## src/rtl/freq_meter.sv

```systemverilog
// freq_meter: counts synchronized rising edges of sig_in over back-to-back windows of
// GATE_CYCLES clk_in cycles. Define FREQ_METER_BCD_EN to add the bcd_out/bcd_valid converter.
module freq_meter #(
    parameter int unsigned CLK_HZ      = 1_000_000,
    parameter int unsigned GATE_CYCLES = CLK_HZ,
    parameter int unsigned CNT_W       = 20,
    parameter int unsigned DIGITS      = 6
) (
    input  logic             clk_in,
    input  logic             rst_n,
    input  logic             en,
    input  logic             sig_in,
    output logic [CNT_W-1:0] freq_out,
    output logic             valid,
    output logic             overflow
`ifdef FREQ_METER_BCD_EN
    ,
    output logic [4*DIGITS-1:0] bcd_out,
    output logic                bcd_valid
`endif
);

    localparam int unsigned GW = (GATE_CYCLES > 1) ? $clog2(GATE_CYCLES) : 1;
    localparam logic [GW-1:0] GATE_LAST = GW'(GATE_CYCLES - 1);

    if (GATE_CYCLES < 2 || CNT_W < 1 || DIGITS < 1) begin : g_param_check
        $error("freq_meter: GATE_CYCLES must be >= 2, CNT_W and DIGITS >= 1");
    end

    typedef enum logic {
        IDLE,
        GATE
    } state_t;

    state_t           state;
    state_t           state_nx;
    logic             s1;
    logic             s2;
    logic             s3;
    logic             rise;
    logic [GW-1:0]    gate_cnt;
    logic [CNT_W-1:0] edge_cnt;
    logic [CNT_W-1:0] edge_sum;
    logic             ovf;
    logic             sat_now;
    logic             terminal;
    logic             count_en;
    logic             clear_cnt;
    logic             publish;

    // Two-flop synchronizer plus history flop; runs independently of en.
    always_ff @(posedge clk_in or negedge rst_n) begin
        if (!rst_n) begin
            s1 <= 1'b0;
            s2 <= 1'b0;
            s3 <= 1'b0;
        end else begin
            s1 <= sig_in;
            s2 <= s1;
            s3 <= s2;
        end
    end

    assign rise = s2 & ~s3;

    always_ff @(posedge clk_in or negedge rst_n) begin
        if (!rst_n) begin
            state <= IDLE;
        end else begin
            state <= state_nx;
        end
    end

    always_comb begin
        sat_now   = rise && (edge_cnt == '1);
        edge_sum  = sat_now ? edge_cnt : edge_cnt + CNT_W'(rise);
        terminal  = (state == GATE) && (gate_cnt == GATE_LAST);
        state_nx  = state;
        count_en  = 1'b0;
        clear_cnt = 1'b0;
        publish   = 1'b0;
        case (state)
            IDLE: begin
                clear_cnt = 1'b1;
                if (en) begin
                    state_nx = GATE;
                end
            end
            GATE: begin
                // The terminal cycle publishes even if en falls on that same cycle.
                if (terminal) begin
                    publish   = 1'b1;
                    clear_cnt = 1'b1;
                    if (!en) begin
                        state_nx = IDLE;
                    end
                end else if (!en) begin
                    clear_cnt = 1'b1;
                    state_nx  = IDLE;
                end else begin
                    count_en = 1'b1;
                end
            end
            default: begin
                clear_cnt = 1'b1;
                state_nx  = IDLE;
            end
        endcase
    end

    always_ff @(posedge clk_in or negedge rst_n) begin
        if (!rst_n) begin
            gate_cnt <= '0;
            edge_cnt <= '0;
            ovf      <= 1'b0;
        end else if (clear_cnt) begin
            gate_cnt <= '0;
            edge_cnt <= '0;
            ovf      <= 1'b0;
        end else if (count_en) begin
            gate_cnt <= gate_cnt + GW'(1);
            edge_cnt <= edge_sum;
            ovf      <= ovf | sat_now;
        end
    end

    always_ff @(posedge clk_in or negedge rst_n) begin
        if (!rst_n) begin
            freq_out <= '0;
            valid    <= 1'b0;
            overflow <= 1'b0;
        end else begin
            valid <= publish;
            if (publish) begin
                freq_out <= edge_sum;
                overflow <= ovf | sat_now;
            end
        end
    end

`ifdef FREQ_METER_BCD_EN
    localparam int unsigned BW = 4 * DIGITS;
    localparam int unsigned SW = $clog2(CNT_W + 1);

    logic [CNT_W-1:0] bin_sr;
    logic [BW-1:0]    bcd_sr;
    logic [BW-1:0]    bcd_adj;
    logic [SW-1:0]    shift_cnt;
    logic             done;

    always_comb begin
        bcd_adj = bcd_sr;
        for (int unsigned d = 0; d < DIGITS; d++) begin
            if (bcd_sr[4*d +: 4] >= 4'd5) begin
                bcd_adj[4*d +: 4] = bcd_sr[4*d +: 4] + 4'd3;
            end
        end
    end

    // Loads on the publish edge (same edge that raises valid) so bcd_valid trails valid
    // by CNT_W+1 cycles; digits shifted out of the top are dropped (mod 10^DIGITS).
    always_ff @(posedge clk_in or negedge rst_n) begin
        if (!rst_n) begin
            bin_sr    <= '0;
            bcd_sr    <= '0;
            shift_cnt <= '0;
            done      <= 1'b0;
            bcd_out   <= '0;
            bcd_valid <= 1'b0;
        end else begin
            bcd_valid <= done;
            if (done) begin
                bcd_out <= bcd_sr;
            end
            done <= 1'b0;
            if (publish) begin
                bin_sr    <= edge_sum;
                bcd_sr    <= '0;
                shift_cnt <= SW'(CNT_W);
            end else if (shift_cnt != '0) begin
                {bcd_sr, bin_sr} <= {bcd_adj, bin_sr} << 1;
                shift_cnt        <= shift_cnt - SW'(1);
                done             <= (shift_cnt == SW'(1));
            end
        end
    end
`endif

endmodule

```

## config.mk

```make
export PLATFORM = sky130hd
export DESIGN_NAME = freq_meter
export DESIGN_NICKNAME = d
export VERILOG_FILES = /design/src/rtl/freq_meter.sv
export SDC_FILE = /design/constraint.sdc
export NUM_CORES = 1
export LEC_CHECK = 0
export CORE_UTILIZATION = 40
export CTS_BUF_LIST = sky130_fd_sc_hd__clkbuf_4 sky130_fd_sc_hd__clkbuf_8
export DETAILED_ROUTE_END_ITERATION = 8
export HOLD_SLACK_MARGIN = 0.05
export MAX_ROUTING_LAYER = met4
export PLACE_DENSITY = 0.7
export SYNTH_ARGS = -nofsm -noshare
export SYNTH_HDL_FRONTEND = slang
export SYNTH_SLANG_ARGS = --single-unit
```

## constraint.sdc

```tcl
create_clock -name clk_in -period 5 [get_ports clk_in]
set_input_delay 1 -clock clk_in [delete_from_list [all_inputs] [get_ports clk_in]]
set_output_delay 1 -clock clk_in [all_outputs]
set_load 0.01 [all_outputs]
```

==> metrics.txt <==
# TYPE chip_impl_metric gauge
chip_impl_info{name="status",value="finished clean"} 1
chip_impl_metric{name="core.rowCount",unit=""} 31
chip_impl_metric{name="drt-wirelength-per-cell",unit="um"} 12.88
chip_impl_info{name="crit_path_end_kind",value="output port"} 1
chip_impl_info{name="cts_tree",value="done"} 1
chip_impl_metric{name="layout_min_cycle_time",unit="ns"} 2.233
chip_impl_info{name="worst_setup_path_start_kind",value="flip-flop"} 1
chip_impl_metric{name="setup.reg_to_reg.worst_slack",unit="ns"} 2.86
chip_impl_metric{name="setup_viol_count_final",unit=""} 0
chip_impl_metric{name="totalWireLength",unit="um"} 5358
chip_impl_metric{name="timing.setup.tns",unit="ns"} 0
chip_impl_metric{name="tcrit_tclk_final",unit=""} 0.4467
chip_impl_metric{name="max_ir_drop_vdd",unit="V"} 0.0004058
chip_impl_metric{name="die_height",unit="um"} 89.29
chip_impl_metric{name="maxSlewHeadroom",unit=""} 0.4661
chip_impl_metric{name="sw_frac_of_total",unit=""} 0.1987
chip_impl_metric{name="clock_insertion_delay_worst_skew",unit="ns"} 0.34
chip_impl_metric{name="areaGrowthSynthToFinish",unit="%"} 17.86
chip_impl_metric{name="path_max_fanout",unit=""} 2
chip_impl_metric{name="async_reset_ff_frac",unit=""} 1.000
chip_impl_metric{name="via_count",unit=""} 2102
chip_impl_info{name="worst_r2r_startpoint",value="gate_cnt[0]$_DFFE_PN0P_"} 1
chip_impl_metric{name="r2r.worst_path.cells",unit=""} 6
chip_impl_metric{name="io_pins",unit=""} 26
chip_impl_metric{name="tritoncts.num_buffers",unit=""} 9
chip_impl_info{name="hold_end",value="s2$_DFF_PN0_"} 1
chip_impl_metric{name="die-area",unit="um2"} 7973
chip_impl_metric{name="final_design_area_no_fill",unit="um2"} 3592
chip_impl_metric{name="combinationalPowerShare",unit=""} 0.019
chip_impl_metric{name="initial_core_util",unit=""} 0.4180
chip_impl_metric{name="insertedDiodeCount",unit=""} 0
chip_impl_metric{name="timing.critical_path.arrival",unit="ns"} 1.23
chip_impl_metric{name="cts_max_path_buffers",unit=""} 2
chip_impl_metric{name="share_clk_of_total_power",unit=""} 0.491
chip_impl_metric{name="drt-initial-drc-count",unit=""} 113
chip_impl_info{name="r2r_end",value="freq_out[3]$_DFFE_PN0P_"} 1
chip_impl_info{name="cts_root_buffer",value="clkbuf_8"} 1
chip_impl_metric{name="port_buffers",unit=""} 25
chip_impl_metric{name="power.density",unit="nW/um2"} 310.6
chip_impl_info{name="worst_hold_class",value="flip-flop to flip-flop"} 1
chip_impl_metric{name="track_usage",unit=""} 0.1660
chip_impl_metric{name="layout_cells_sized_above_1",unit=""} 0.1009
chip_impl_metric{name="cts_hold_buf",unit=""} 0
chip_impl_metric{name="post_synth_edffs",unit=""} 0
chip_impl_info{name="synth.most_common_cell",value="dfrtp_1"} 1
chip_impl_metric{name="yosys_warnings",unit=""} 0
chip_impl_metric{name="critPathRequiredTime",unit="ns"} 4.00
chip_impl_metric{name="synth_seq_cells",unit=""} 67
chip_impl_metric{name="post-cts-setup-buffers",unit=""} 0
chip_impl_metric{name="psw",unit="mW"} 0.2217
chip_impl_metric{name="drt-pass1-iter-count",unit=""} 4
chip_impl_metric{name="coreArea",unit="um2"} 7292
chip_impl_metric{name="p_seq_frac",unit=""} 0.489
chip_impl_metric{name="hpwl",unit="um"} 3536
chip_impl_metric{name="post_cts_resized",unit=""} 0
chip_impl_metric{name="worst_setup_hold_path_clk_slew",unit="ns"} 0.07
chip_impl_info{name="crit_slowest_cell",value="clkdlybuf4s50_1"} 1
chip_impl_metric{name="clock.fmax",unit="MHz"} 447.7
chip_impl_info{name="crit_path_cell_trace",value="clkdlybuf4s50_1"} 1
chip_impl_metric{name="grt_antenna_before_repair",unit=""} 0
chip_impl_metric{name="max_slew.worst_pin.slew",unit="ns"} 0.8009
chip_impl_metric{name="cts-htree-levels",unit=""} 3
chip_impl_info{name="netlist_top_cells_area",value="dfrtp_1, nor2_1, xor2_1, a21oi_1, nand4_1"} 1
chip_impl_metric{name="grt_overflow_total",unit=""} 0
chip_impl_info{name="synth_area_leader_cell",value="dfrtp_1"} 1
chip_impl_metric{name="buf_inv_on_cp",unit=""} 1
chip_impl_info{name="critPathTopFamily",value="buffers and inverters"} 1
chip_impl_info{name="top_post_synthesis_cells_by_count",value="dfrtp_1, nor2_1, xor2_1, a21oi_1, nand2_1"} 1
chip_impl_metric{name="timing.final.hold_violations",unit=""} 0
chip_impl_metric{name="mappedNetlistArea",unit="um2"} 3048
chip_impl_metric{name="post-synth-top-area-fraction",unit=""} 0.5501
chip_impl_metric{name="clock-sinks",unit=""} 67
chip_impl_metric{name="route.antenna.remaining_nets",unit=""} 0
chip_impl_metric{name="gp_congestion",unit=""} 0.7963
chip_impl_metric{name="first_global_vias",unit=""} 2079
chip_impl_metric{name="grt_first_pass_wirelength",unit="um"} 9542
chip_impl_metric{name="drc",unit=""} 0
chip_impl_info{name="rsz0062_at_grt",value="no"} 1
chip_impl_metric{name="synth_fp_nets",unit=""} 292
chip_impl_info{name="hold_path.startpoint",value="s1$_DFF_PN0_"} 1
chip_impl_metric{name="maxCapViolations",unit=""} 0
chip_impl_info{name="synthFlopType",value="dfrtp_1"} 1
chip_impl_info{name="timing_worst_setup_path_type",value="flip-flop to output port"} 1
chip_impl_metric{name="p_int",unit="mW"} 0.8942
chip_impl_metric{name="yosys.cell_types.count",unit=""} 41
chip_impl_metric{name="holdPathStages",unit=""} 0
chip_impl_metric{name="die-width",unit="um"} 89.29
chip_impl_metric{name="final-max-slew-violation-count",unit=""} 0
chip_impl_metric{name="synth_sequential_area_ratio",unit=""} 0.5501
chip_impl_metric{name="grt_start_max_net_pins",unit=""} 65
chip_impl_metric{name="dpl_cell_area",unit="um2"} 3342
chip_impl_metric{name="synthCells",unit=""} 285
chip_impl_metric{name="via_per_inst",unit=""} 5.053
chip_impl_metric{name="static-leakage-power",unit="nW"} 1.569
chip_impl_metric{name="skew",unit="ns"} 0.007026
chip_impl_metric{name="max_stage_delay",unit="ns"} 0.54
chip_impl_metric{name="avgSynthCellArea",unit="um2"} 10.69
chip_impl_metric{name="final_nets",unit=""} 319
-- cell usage in the layout, fill, tap and decap left out, types with 5 or more instances in the layout --
| cell type | instances |
|---|---|
| nand4_1 | 12 |
| a31oi_1 | 7 |
| a21oi_1 | 21 |
| nand3_1 | 10 |
| nand2_1 | 15 |
| nor2_1 | 56 |
| dfrtp_1 | 67 |
| clkdlybuf4s50_1 | 24 |
| xnor2_1 | 8 |
| clkbuf_8 | 10 |
| inv_1 | 5 |
| xor2_1 | 22 |
| and3_1 | 7 |
-- power by group through the flow --
| stage | Combinational, mW | Clock (mW) | Sequential [mW] |
|---|---|---|---|
| after detailed placement | 0.0224 | 0 | 0.557 |
| final | 0.0214 | 0.548 | 0.546 |
| after global routing | 0.0255 | 0.587 | 0.546 |
| after CTS | 0.0226 | 0.564 | 0.546 |
| after global placement | 0.0223 | 0 | 0.556 |
| after floorplan | 0.00829 | 0 | 0.556 |
-- cell type report --
type	count	area, um2
multi-input combinational	201	1255
sequential	67	1677
tap	99	123.9
inverter	5	18.77
clock inverter	6	112.6
timing repair buffer	28	267.8
clock buffer	10	137.6
fill	699	3700
-- kinds of logic (layout without fill, tap and decap cells) --
logic type / Yosys count / in the layout / synth area share
and+or+nand+nor: 122 / 122 / 0.2114
DFF: 67 / 67 / 0.5501
AOI/OAI and AO/OA: 40 / 40 / 0.07964
xor gates and xnor gates: 30 / 30 / 0.08621
buffers and inverters: 17 / 49 / 0.03818
muxes: 6 / 6 / 0.02217
adders and majority gates: 3 / 3 / 0.01232
-- registers in the layout (all words and copies together), names as in the netlist --
name      flops
edge_cnt     20
freq_out     20
gate_cnt     20
overflow      1
ovf           1
s1            1
s2            1
s3            1
state         1
valid         1
-- routing by layer --
| metal | track usage | wire, um | vias up |
|---|---|---|---|
| met3 | 0.06925 | 218 | 6 |
| met2 | 0.2609 | 2573 | 31 |
| met5 | - | 0 | - |
| met4 | 0.04040 | 42 | 0 |
| li1 | - | - | 1046 |
| met1 | 0.1988 | 2523 | 1019 |
-- stage by stage --
step | std cells | setup slack (ns) | hold slack, ns | utilization | total power, mW
after floorplan | 285 | 3.195 | 0.3312 | - | 0.5646
after global placement | 400 | 2.835 | 0.3416 | 0.4583 | 0.5787
after detailed placement | 400 | 2.809 | 0.3379 | 0.4583 | 0.5791
after CTS | 416 | 2.742 | 0.3532 | 0.4926 | 1.133
after global routing | 416 | 2.701 | 0.3572 | 0.4926 | 1.159
final | 416 | 2.767 | 0.3516 | 0.4926 | 1.116
-- worst max path at each step --
stage / startpoint / to / slack [ns] / cells after the start
final: freq_out[18]$_DFFE_PN0P_ / freq_out[18] / 2.77 / 1
after global routing: freq_out[0]$_DFFE_PN0P_ / freq_out[0] / 2.70 / 1
after CTS: freq_out[14]$_DFFE_PN0P_ / freq_out[14] / 2.74 / 1
after detailed placement: en / gate_cnt[2]$_DFFE_PN0P_ / 2.81 / 4
after global placement: en / edge_cnt[16]$_DFFE_PN0P_ / 2.84 / 4
after floorplan: gate_cnt[0]$_DFFE_PN0P_ / freq_out[12]$_DFFE_PN0P_ / 3.19 / 6
Power figures use the tool's default switching activity.
